**config.mk**
```make
export PLATFORM = sky130hd
export DESIGN_NAME = riscv_v_issue_queue
export DESIGN_NICKNAME = d
export VERILOG_FILES = /design/src/rtl/riscv_v_issue_queue.sv
export SDC_FILE = /design/constraint.sdc
export NUM_CORES = 1
export LEC_CHECK = 0
export BUFFER_PORTS_ARGS = -buffer_cell sky130_fd_sc_hd__clkbuf_2
export CORE_UTILIZATION = 37
export CTS_CLUSTER_DIAMETER = 120
export CTS_CLUSTER_SIZE = 25
export DETAILED_ROUTE_END_ITERATION = 10
export HOLD_SLACK_MARGIN = 0.12
export PLACE_DENSITY = 0.57
export SLEW_MARGIN = 20
export SYNTH_ARGS = -nofsm -noshare
export SYNTH_HDL_FRONTEND = slang
export SYNTH_SLANG_ARGS = --single-unit
```
**constraint.sdc**
```tcl
create_clock -name clk -period 7.7 [get_ports clk]
set_input_delay 1.155 -clock clk [delete_from_list [all_inputs] [get_ports clk]]
set_output_delay 1.155 -clock clk [all_outputs]
set_load 0.1 [all_outputs]
```
**src/rtl/riscv_v_issue_queue.sv**
```systemverilog
// riscv_v_issue_queue
//   Small circular-buffer FIFO that sits between the scalar core and the
//   vector decode stage. Each entry holds a vector instruction together with
//   the scalar rs1 operand captured at push time. The head entry is presented
//   to vector decode every cycle. When the queue is empty, the output is a
//   NOP with zero data.
//
// Parameters
//   DEPTH      number of entries (power of two, >= 2)
//   NOP_INSTR  instruction presented to decode when nothing valid is queued
//
// Ports
//   clk               clock
//   rst               synchronous active-high reset
//   clear_pipe        flush: discards every entry, blocks pushes this cycle
//   push_valid        scalar core offers an instruction
//   push_instr        offered instruction
//   push_rs1_data     scalar operand travelling with the instruction
//   push_ready        queue accepts a push this cycle
//   riscv_v_stall     vector decode cannot consume the head this cycle
//   instruction_id    head instruction (NOP_INSTR when invalid)
//   int_rf_rd_data_id head scalar operand (0 when invalid)
//   instr_valid_id    head is a real instruction
//   occupancy         number of valid entries
//   overflow_err      sticky: a push was offered while push_ready was low
//
// Configuration macro
//   RISCV_V_ISSUE_QUEUE_BYPASS_EN  when defined, a push into an empty queue
//   is forwarded to decode in the same cycle. If decode does not stall, the
//   instruction is consumed without occupying storage.

module riscv_v_issue_queue #(
  parameter int          DEPTH     = 4,
  parameter logic [31:0] NOP_INSTR = 32'h0000_0013
) (
  input  logic                     clk,
  input  logic                     rst,
  input  logic                     clear_pipe,
  input  logic                     push_valid,
  input  logic [31:0]              push_instr,
  input  logic [31:0]              push_rs1_data,
  output logic                     push_ready,
  input  logic                     riscv_v_stall,
  output logic [31:0]              instruction_id,
  output logic [31:0]              int_rf_rd_data_id,
  output logic                     instr_valid_id,
  output logic [$clog2(DEPTH):0]   occupancy,
  output logic                     overflow_err
);

  localparam int PW = $clog2(DEPTH);
  localparam int CW = PW + 1;
  localparam logic [CW-1:0] FULL_CNT = CW'(DEPTH);

  typedef enum logic [1:0] {
    EMPTY   = 2'd0,
    PARTIAL = 2'd1,
    FULL    = 2'd2
  } state_t;

  state_t        state_q, state_d;
  logic [PW-1:0] rd_ptr_q, rd_ptr_d;
  logic [PW-1:0] wr_ptr_q, wr_ptr_d;
  logic [CW-1:0] occ_q, occ_d;
  logic          ovf_q;

  logic [31:0]   instr_mem_q [DEPTH];
  logic [31:0]   data_mem_q  [DEPTH];

  logic          has_entry;
  logic          bypass_hit;
  logic          push;
  logic          pop;

  // Head selection and handshake. In the bypass build, an empty queue
  // forwards the offered instruction directly. An empty queue always
  // accepts a push unless a flush is in progress, so push_ready never
  // feeds back into this term.
  always_comb begin
    has_entry = (state_q != EMPTY);
`ifdef RISCV_V_ISSUE_QUEUE_BYPASS_EN
    bypass_hit = (state_q == EMPTY) && push_valid && !clear_pipe;
`else
    bypass_hit = 1'b0;
`endif
    instr_valid_id = has_entry || bypass_hit;
    pop            = instr_valid_id && !riscv_v_stall;
    // A full queue still accepts a push in a cycle where the head leaves.
    push_ready     = !clear_pipe && ((state_q != FULL) || pop);
    push           = push_valid && push_ready;

    if (has_entry) begin
      instruction_id    = instr_mem_q[rd_ptr_q];
      int_rf_rd_data_id = data_mem_q[rd_ptr_q];
    end else if (bypass_hit) begin
      instruction_id    = push_instr;
      int_rf_rd_data_id = push_rs1_data;
    end else begin
      instruction_id    = NOP_INSTR;
      int_rf_rd_data_id = 32'h0;
    end
  end

  // Pointer and count bookkeeping. A bypassed instruction advances both
  // pointers together, so the count is unchanged and the slot is simply
  // skipped. DEPTH is a power of two, so the pointers wrap naturally.
  always_comb begin
    wr_ptr_d = push ? wr_ptr_q + PW'(1) : wr_ptr_q;
    rd_ptr_d = pop  ? rd_ptr_q + PW'(1) : rd_ptr_q;
    occ_d    = occ_q;
    if (push && !pop) begin
      occ_d = occ_q + CW'(1);
    end else if (pop && !push) begin
      occ_d = occ_q - CW'(1);
    end
    if (occ_d == '0) begin
      state_d = EMPTY;
    end else if (occ_d == FULL_CNT) begin
      state_d = FULL;
    end else begin
      state_d = PARTIAL;
    end
  end

  // Control state. Reset beats flush, and flush beats push/pop.
  always_ff @(posedge clk) begin
    if (rst) begin
      state_q  <= EMPTY;
      rd_ptr_q <= '0;
      wr_ptr_q <= '0;
      occ_q    <= '0;
      ovf_q    <= 1'b0;
    end else if (clear_pipe) begin
      state_q  <= EMPTY;
      rd_ptr_q <= '0;
      wr_ptr_q <= '0;
      occ_q    <= '0;
    end else begin
      state_q  <= state_d;
      rd_ptr_q <= rd_ptr_d;
      wr_ptr_q <= wr_ptr_d;
      occ_q    <= occ_d;
      if (push_valid && !push_ready) begin
        ovf_q <= 1'b1;
      end
    end
  end

  // Entry storage has no reset. Stale contents are never visible because
  // the head is masked whenever the queue is empty.
  always_ff @(posedge clk) begin
    if (push) begin
      instr_mem_q[wr_ptr_q] <= push_instr;
      data_mem_q[wr_ptr_q]  <= push_rs1_data;
    end
  end

  assign occupancy    = occ_q;
  assign overflow_err = ovf_q;

endmodule

```
==> flow_metrics.tcl, run 1 <==
set metrics [dict create \
    outcome "finished clean" \
    ys_seq_area_share_pct 77.0 \
    ctsResizeCount 0 \
    synth.area.top_cells "edfxtp_1 75%, mux4_2 14%, and2_1 4.0%, dfxtp_1 2.3%, ha_1 0.73%" \
    grt_pass1_vias 5296 \
    syn-num-nets 551 \
    critPathCaptureType "output port" \
    chipHeight_um 169 \
    drt_iter0_markers 334 \
    ctsHtreeMaxLevel 1 \
    rrSetupSlack_ps 5320 \
    dp.cells 966 \
    antenna_found_initial 3 \
    fp.coreArea_sq_um 27100 \
    drive_gt1_share_pct 38.2 \
    holdCritStartpoint "overflow_err$_SDFFE_PP0P_" \
    layout_worst_path_cycle_share_pct 57.4 \
    power_mw 2.62 \
    wl_mm 20.0 \
    peakVddDrop_mv 0.133 \
    synthDominantCellAreaShare_pct 74.7 \
    initial_utilization_pct 38.0 \
    synth_seq_cells 268 \
    path_clk_slew_ps 100 \
    drv_slew 0 \
    io_buffers 138 \
    avgViaCountPerCell 4.86 \
    die_width_um 169 \
    min_to "overflow_err$_SDFFE_PP0P_" \
    fmaxAchievable_mhz 226 \
    p_leak_nw 3.92 \
    io_pins 139 \
    relSlewSlack_pct 29.6 \
    dp_slack_ps 3650 \
    cts_max_path_buffers 3 \
    rsz0062_at_grt "false" \
    yosys.area.top_type "edfxtp_1" \
    rr_worst_depth 3 \
    criticalPathCategory "reg2out" \
    cp.required_ps 6550 \
    synthToLayoutAreaGrowth_pct 14.5 \
    grt_max_degree 65 \
    clock_skew_ps 11.2 \
    cts_root_buffer "clkbuf_16" \
    hold_violations 0 \
    cts_tree "yes" \
    worstMarginPinSlew_ps 1060 \
    ant_nets 0 \
    whs_path_depth 2 \
    fin_area_sq_um 11800 \
    worst_slack_ps 3280 \
    worstPathArrival_ps 3260 \
    grt_use_total_pct 14.4 \
    synth_common_cells "256 x edfxtp_1, 65 x and2_1, 64 x mux4_2" \
    drc 0 \
    crit_fanout 38 \
    fin_nets 685 \
    postSynthAreaPerCell_sq_um 21.6 \
    via_count 4828 \
    min_period_ps 4420 \
    fin_cells 993 \
    async_flop_share_pct 0 \
    gp_congestion 0.687 \
    synth_edf_count 256 \
    grt_first_pass_wirelength_mm 30.9 \
    overflow 0 \
    startpoint_type "flip-flop" \
    cts_setup_buffers 0 \
    drt-pass1-iter-count 4 \
    yosysWarnings 0 \
    cts-hold-fix-buffers 0 \
    fillers 2337 \
    setup_viol 0 \
    insertion_delay_ps 480 \
    syn_inst 476 \
    clock_sinks 268 \
    hp-class "reg2reg" \
    netlist_area_sq_um 10300 \
    place_area_sq_um 11400 \
    rows 60 \
    yosysMostFrequentCell "edfxtp_1" \
    cts_made_buffers 14 \
    die_area_sq_um 28500 \
    drv_cap 0 \
    powerDensity_nw_per_um2 222 \
    synthFlopType "edfxtp_1" \
    rr_startpoint "state_q[0]$_SDFF_PP0_" \
    yosysUniqueCellTypes 37 \
    hpwl_mm 11.3 \
    r2r-end "instr_mem_q[1][17]$_DFFE_PP_" \
    routedWlPerCell_um 20.2 \
    final.setup.tns_ps 0 \
]
worst max-delay path by stage:
stage,from,to,slack (ps),cells past startpoint
global route,flip-flop,instruction_id[4],2990,4
global placement,flip-flop,instruction_id[4],3670,4
floorplan,riscv_v_stall,push_ready,3950,2
finish,flip-flop,instruction_id[1],3280,4
detailed placement,flip-flop,instruction_id[1],3650,4
CTS,flip-flop,instruction_id[1],3110,4
worst max-delay path: stages (launching register included):
cell      delay (ps)
dfxtp_4          730
buf_4            780
mux4_2           590
or2_2            280
clkbuf_2         370
layer usage:
metal	track usage, %	up-vias	wire length, um
li1	-	2178	-
met5	0	-	0
met4	3.28	0	354
met3	3.34	16	1220
met2	25.0	133	10000
met1	18.3	2501	8420
final cells by class:
class | count | area (sq um) | area share (%)
Sequential cell | 268 | 7940 | 67.3
Tap cell | 372 | 465 | 3.95
Multi-Input combinational cell | 180 | 2240 | 19.0
Clock buffer | 23 | 405 | 3.44
Inverter | 7 | 27.5 | 0.234
Antenna cell | 3 | 7.51 | 0.0637
Timing Repair Buffer | 139 | 698 | 5.92
Clock inverter | 1 | 8.76 | 0.0743
report_power, final:
group / internal [mW] / switching [mW] / total [mW]
clock network: 0.368 / 0.436 / 0.805
logic: 0.0480 / 0.142 / 0.190
registers: 1.62 / 0.00694 / 1.62
total: 2.03 / 0.585 / 2.62
layout by cell type, fill, tap and decap left out, types with 2 or more instances in the layout:
| cell type | synthesis | routed |
|---|---|---|
| mux4_2 | 64 | 64 |
| a21oi_1 | 2 | 2 |
| dfxtp_4 | 0 | 2 |
| nor2_1 | 9 | 9 |
| inv_1 | 7 | 6 |
| and2_4 | 0 | 4 |
| nor3_1 | 2 | 2 |
| edfxtp_1 | 256 | 256 |
| and3b_1 | 2 | 2 |
| mux2i_1 | 2 | 2 |
| and2_1 | 65 | 61 |
| or2_2 | 3 | 3 |
| nor4_1 | 2 | 2 |
| clkbuf_1 | 11 | 8 |
| ha_1 | 6 | 6 |
| nor3_2 | 2 | 2 |
| and2b_1 | 2 | 2 |
| xnor2_1 | 2 | 2 |
| dfxtp_1 | 12 | 10 |
| clkbuf_2 | 0 | 138 |
| clkbuf_16 | 0 | 15 |
| diode_2 | 0 | 3 |
| nand2_1 | 2 | 2 |
kinds of logic (layout without fill, tap and decap cells):
kind of cell    count (synthesis)  in the layout  synth area share (%)
simple gates                   97             97                  5.86
xor+xnor                        3              3                 0.255
buf+inv                        28            170                  1.34
mux                            66             66                  14.2
other cells                     0              3                     0
compound gates                  8              8                 0.584
flops                         268            268                  77.0
fa+ha+maj                       6              6                 0.729
stage by stage:
| stage | hold slack (ps) | utilization [%] |
|---|---|---|
| 3_5_place_dp | 476 | 41.9 |
| 5_1_grt | 551 | 43.5 |
| 3_3_place_gp | 456 | 41.9 |
| 6_report | 487 | 43.5 |
| 2_1_floorplan | 485 | - |
| 4_1_cts | 500 | 43.4 |
sequential cells by signal, indices dropped and copies added, names as in the netlist, named ones only:
name and flops:
occupancy 3, wr_ptr_q 2, state_q 2, overflow_err 1
instr_mem_q 128, data_mem_q 128, rd_ptr_q 2
(Power assumes the default switching activity.)
==> run 2, diff against run 1 <==
--- a/config.mk
+++ b/config.mk
@@ -11,7 +11,7 @@
 export CTS_CLUSTER_SIZE = 25
 export DETAILED_ROUTE_END_ITERATION = 10
 export HOLD_SLACK_MARGIN = 0.12
-export PLACE_DENSITY = 0.57
+export PLACE_DENSITY = 0.59
 export SLEW_MARGIN = 20
 export SYNTH_ARGS = -nofsm -noshare
 export SYNTH_HDL_FRONTEND = slang
==> constraint.sdc (replaced) <==
create_clock -name clk -period 3.8 [get_ports clk]
set_input_delay 0.57 -clock clk [delete_from_list [all_inputs] [get_ports clk]]
set_output_delay 0.57 -clock clk [all_outputs]
set_load 0.1 [all_outputs]
==> run 2 against run 1 <==
Against the previous run:
- final cell count increased by 0.60%
- first-iteration DRC count decreased by 13%
- critical path depth unchanged
- via count increased by 0.41%
- sequential power increased by 100%
- core utilization increased by 0.48 points
- clock power increased by 99%
- register-to-register slack got worse by 3800 ps
- non-clock buffer count increased by 8
- clock-buffer cell count unchanged
- critical path type unchanged
- largest cell class unchanged
- highest routed layer is now met5
==> flow_metrics.tcl, run 2 (synthesis results as in run 1) <==
set metrics [dict create \
    hold_violations 0 \
    whs_path_depth 2 \
    cts_setup_buffers 0 \
    cts_tree "yes" \
    worstMarginPinSlew_ps 685 \
    powerDensity_nw_per_um2 443 \
    drt_iter0_markers 292 \
    drc 0 \
    startpoint_type "flip-flop" \
    die_width_um 169 \
    io_pins 139 \
    avgViaCountPerCell 4.85 \
    dp.cells 974 \
    grt_use_total_pct 13.8 \
    fillers 2337 \
    overflow 0 \
    cp.required_ps 3230 \
    cts_max_path_buffers 3 \
    p_leak_nw 3.99 \
    drv_cap 0 \
    cts_root_buffer "clkbuf_16" \
    ant_nets 0 \
    hp-class "in2reg" \
    drt-pass1-iter-count 4 \
    initial_utilization_pct 38.0 \
    cts_made_buffers 14 \
    drive_gt1_share_pct 39.0 \
    min_period_ps 3090 \
    critPathCaptureType "output port" \
    layout_commonest_cell "edfxtp_1" \
    grt_first_pass_wirelength_mm 29.8 \
    rrSetupSlack_ps 1550 \
    io_buffers 138 \
    setup_viol 0 \
    antenna_found_initial 1 \
    rows 60 \
    die_area_sq_um 28500 \
    holdCritStartpoint "rst" \
    layout_common_cells "256 x edfxtp_1, 138 x clkbuf_2, 64 x mux4_2" \
    peakVddDrop_mv 0.292 \
    clock_sinks 268 \
    ctsHtreeMaxLevel 1 \
    via_count 4848 \
    cts-hold-fix-buffers 0 \
    rsz0062_at_grt "false" \
    gp_congestion 0.757 \
    fmaxAchievable_mhz 323 \
    dp_slack_ps 1180 \
    fin_nets 693 \
    rr_worst_depth 4 \
    fin_cells 999 \
    routedWlPerCell_um 19.2 \
    clock_skew_ps 17.2 \
    drv_slew 0 \
    criticalPathCategory "reg2out" \
    grt_pass1_vias 5288 \
    fp.coreArea_sq_um 27100 \
    synthToLayoutAreaGrowth_pct 15.8 \
    rr_startpoint "state_q[0]$_SDFF_PP0_" \
    wl_mm 19.2 \
    hpwl_mm 11.8 \
    chipHeight_um 169 \
    final_core_util_pct 44.0 \
    worst_slack_ps 707 \
    relSlewSlack_pct 54.3 \
    ctsResizeCount 0 \
    final.setup.tns_ps 0 \
    insertion_delay_ps 490 \
    crit_fanout 19 \
    min_to "overflow_err$_SDFFE_PP0P_" \
    path_clk_slew_ps 100 \
    worstPathArrival_ps 2520 \
    layout_worst_path_cycle_share_pct 81.4 \
    outcome "finished clean" \
    grt_max_degree 41 \
    r2r-end "data_mem_q[1][16]$_DFFE_PP_" \
]
[run 2: changes by cell type in the layout (fill, tap and decap cells not counted)]
cell and change:
inv_2 +1, clkinv_2 -1, diode_2 -2, buf_4 +2, buf_12 +6
[run 2: how the worst max path moves through the flow]
stage | startpoint | end | slack [ps] | cells after the start
finish | flip-flop | int_rf_rd_data_id[10] | 710 | 4
global route | flip-flop | instruction_id[28] | 540 | 4
CTS | flip-flop | int_rf_rd_data_id[10] | 620 | 4
detailed placement | flip-flop | int_rf_rd_data_id[10] | 1180 | 4
global placement | flip-flop | instruction_id[31] | 1180 | 4
floorplan | clear_pipe | data_mem_q[1][0]$_DFFE_PP_ | 760 | 3
[run 2: cell type report]
cell class | instances | area, sq um | area share, %
Sequential cell | 268 | 7940 | 66.6
Multi-Input combinational cell | 180 | 2240 | 18.8
Timing Repair Buffer | 147 | 833 | 7.00
Tap cell | 372 | 465 | 3.91
Clock buffer | 23 | 405 | 3.40
Inverter | 7 | 26.3 | 0.221
Clock inverter | 1 | 8.76 | 0.0735
Antenna cell | 1 | 2.50 | 0.0210
[run 2: metal layers]
metal	part of all wire, %	vias up	GRT usage, %	routed length (um)
li1	-	2189	-	-
met1	43	2515	17.9	8280
met2	49	120	23.5	9470
met3	5.8	22	3.02	1110
met4	1.7	2	3.40	327
met5	0.057	-	0	11
[run 2: critical path: stages, from the launching register on]
cell	delay, ps
dfxtp_4	510
buf_4	400
mux4_2	570
and2_1	180
clkbuf_2	370
[run 2: report_power, final]
part	internal [mW]	total (mW)	switching, mW
Combinational	0.102	0.390	0.287
Sequential	3.27	3.29	0.0119
Clock	0.745	1.60	0.860
Total	4.12	5.28	1.16
[run 2: stage by stage]
stage / hold WS (ps) / total power, mW / area (sq um)
4_1_cts: 233 / 5.35 / 11900
2_1_floorplan: 485 / 3.63 / 10300
3_5_place_dp: 479 / 3.75 / 11500
6_report: 255 / 5.28 / 11900
3_3_place_gp: 458 / 3.74 / 11500
5_1_grt: 254 / 5.45 / 11900
==> run 3, diff against run 2 <==
--- a/config.mk
+++ b/config.mk
@@ -11,7 +11,7 @@
 export CTS_CLUSTER_SIZE = 25
 export DETAILED_ROUTE_END_ITERATION = 10
 export HOLD_SLACK_MARGIN = 0.12
-export PLACE_DENSITY = 0.59
+export PLACE_DENSITY = 0.57
 export SLEW_MARGIN = 20
 export SYNTH_ARGS = -nofsm -noshare
 export SYNTH_HDL_FRONTEND = slang
==> constraint.sdc (replaced) <==
create_clock -name clk -period 3.2 [get_ports clk]
set_input_delay 0.48 -clock clk [delete_from_list [all_inputs] [get_ports clk]]
set_output_delay 0.48 -clock clk [all_outputs]
set_load 0.1 [all_outputs]
==> run 3 against run 2 <==
Against the previous run:
- clock power increased by 19%
- routed wire length up 2.2%
- power up 19%
- critical endpoint is now instruction_id[0]
==> flow_metrics.tcl, run 3 (synthesis results as in run 1) <==
set metrics [dict create \
    outcome "finished clean" \
    routedWlPerCell_um 19.6 \
    grt_pass1_vias 5362 \
    dp.cells 979 \
    rows 60 \
    drt_iter0_markers 306 \
    antenna_found_initial 1 \
    antenna_cells 0 \
    cts_max_path_buffers 3 \
    worst_slack_ps 257 \
    io_pins 139 \
    ctsResizeCount 0 \
    via_count 4876 \
    hpwl_mm 12.4 \
    final.setup.tns_ps 0 \
    rrSetupSlack_ps 1020 \
    met1Wirelength_mm 8.19 \
    r2r-end "instr_mem_q[2][21]$_DFFE_PP_" \
    overflow 0 \
    peakVddDrop_mv 0.392 \
    clock_sinks 268 \
    met2_length_mm 10.1 \
    layout_common_cells "256 x edfxtp_1, 138 x clkbuf_2, 64 x mux4_2" \
    grt_max_degree 31 \
    crit_fanout 25 \
    crit_path_top_delay_cell "dfxtp_4" \
    cts_setup_buffers 0 \
    worstMarginPinSlew_ps 580 \
    criticalPathCategory "reg2out" \
    fin_nets 698 \
    die_area_sq_um 28500 \
    dp_slack_ps 717 \
    holdCritStartpoint "rst" \
    whs_ps 152 \
    cts_tree "yes" \
    cts_root_buffer "clkbuf_16" \
    crit_family "buffers and inverters" \
    drive_gt1_share_pct 39.6 \
    fin_area_sq_um 12000 \
    wl_mm 19.6 \
    initial_utilization_pct 38.0 \
    wl_met3_um 923 \
    worstPathArrival_ps 2460 \
    drc 0 \
    grt_first_pass_wirelength_mm 30.7 \
    drv_slew 0 \
    hp-class "in2reg" \
    cp.required_ps 2720 \
    gp_congestion 0.707 \
    fin_cells 1000 \
    fp.coreArea_sq_um 27100 \
    final_core_util_pct 44.2 \
    powerDensity_nw_per_um2 523 \
    slowest_delay_ps 520 \
    chipHeight_um 169 \
    grt_use_total_pct 14.3 \
    die_width_um 169 \
    io_buffers 138 \
    clock_skew_ps 6.94 \
    setup_viol 0 \
    cp_cell_sequence "buf_12 -> mux4_2 -> or2_2 -> clkbuf_2" \
    relSlewSlack_pct 61.5 \
    rsz0062_at_grt "false" \
    path_buf_inv 2 \
    cts-hold-fix-buffers 0 \
    routed.top_layer "met5" \
    ctsHtreeMaxLevel 1 \
    drv_cap 0 \
    critPathCaptureType "output port" \
    avgViaCountPerCell 4.88 \
    layout_worst_path_cycle_share_pct 92.0 \
    rr_startpoint "state_q[0]$_SDFF_PP0_" \
    min_to "overflow_err$_SDFFE_PP0P_" \
    power_mw 6.27 \
    whs_path_depth 2 \
    ant_nets 0 \
    p_leak_nw 4.02 \
    synthToLayoutAreaGrowth_pct 16.5 \
    cts_made_buffers 14 \
    rr_worst_depth 4 \
    layout_commonest_cell "edfxtp_1" \
    min_period_ps 2940 \
    startpoint_type "flip-flop" \
    hold_violations 0 \
    drt-pass1-iter-count 6 \
    path_clk_slew_ps 100 \
    place_area_sq_um 11600 \
    fmaxAchievable_mhz 340 \
    insertion_delay_ps 480 \
]
-- run 3: cell types whose count changed in the layout (fill, tap and decap cells not counted), sizes merged --
cell and delta:
clkbuf -3, diode -1, buf +5
-- run 3: layout make-up --
class                      count  area (sq um)
fill                        2343         15100
timing repair buffer         152           921
sequential                   268          7940
multi-input combinational    180          2240
inverter                       7          26.3
tap                          372           465
clock inverter                 1          8.76
clock buffer                  20           394
-- run 3: routing by layer --
metal  global-route usage (%)  vias to the layer above
li1                         -                     2194
met1                     17.6                     2540
met2                     26.0                      116
met3                     2.78                       24
met4                     3.16                        2
met5                        0                        -
-- run 3: how the worst max path moves through the flow --
stage / startpoint / endpoint / cells after the start
final: flip-flop / instruction_id[0] / 4
after global routing: flip-flop / instruction_id[4] / 4
after CTS: flip-flop / instruction_id[4] / 4
after detailed placement: flip-flop / instruction_id[4] / 4
after global placement: flip-flop / instruction_id[4] / 4
after floorplan: clear_pipe / data_mem_q[1][0]$_DFFE_PP_ / 3
-- run 3: power breakdown --
part	switching, mW	internal [mW]	leakage [nW]	total, mW
combinational	0.344	0.125	1.40	0.469
sequential	0.0142	3.89	2.42	3.90
clock	1.03	0.871	0.195	1.90
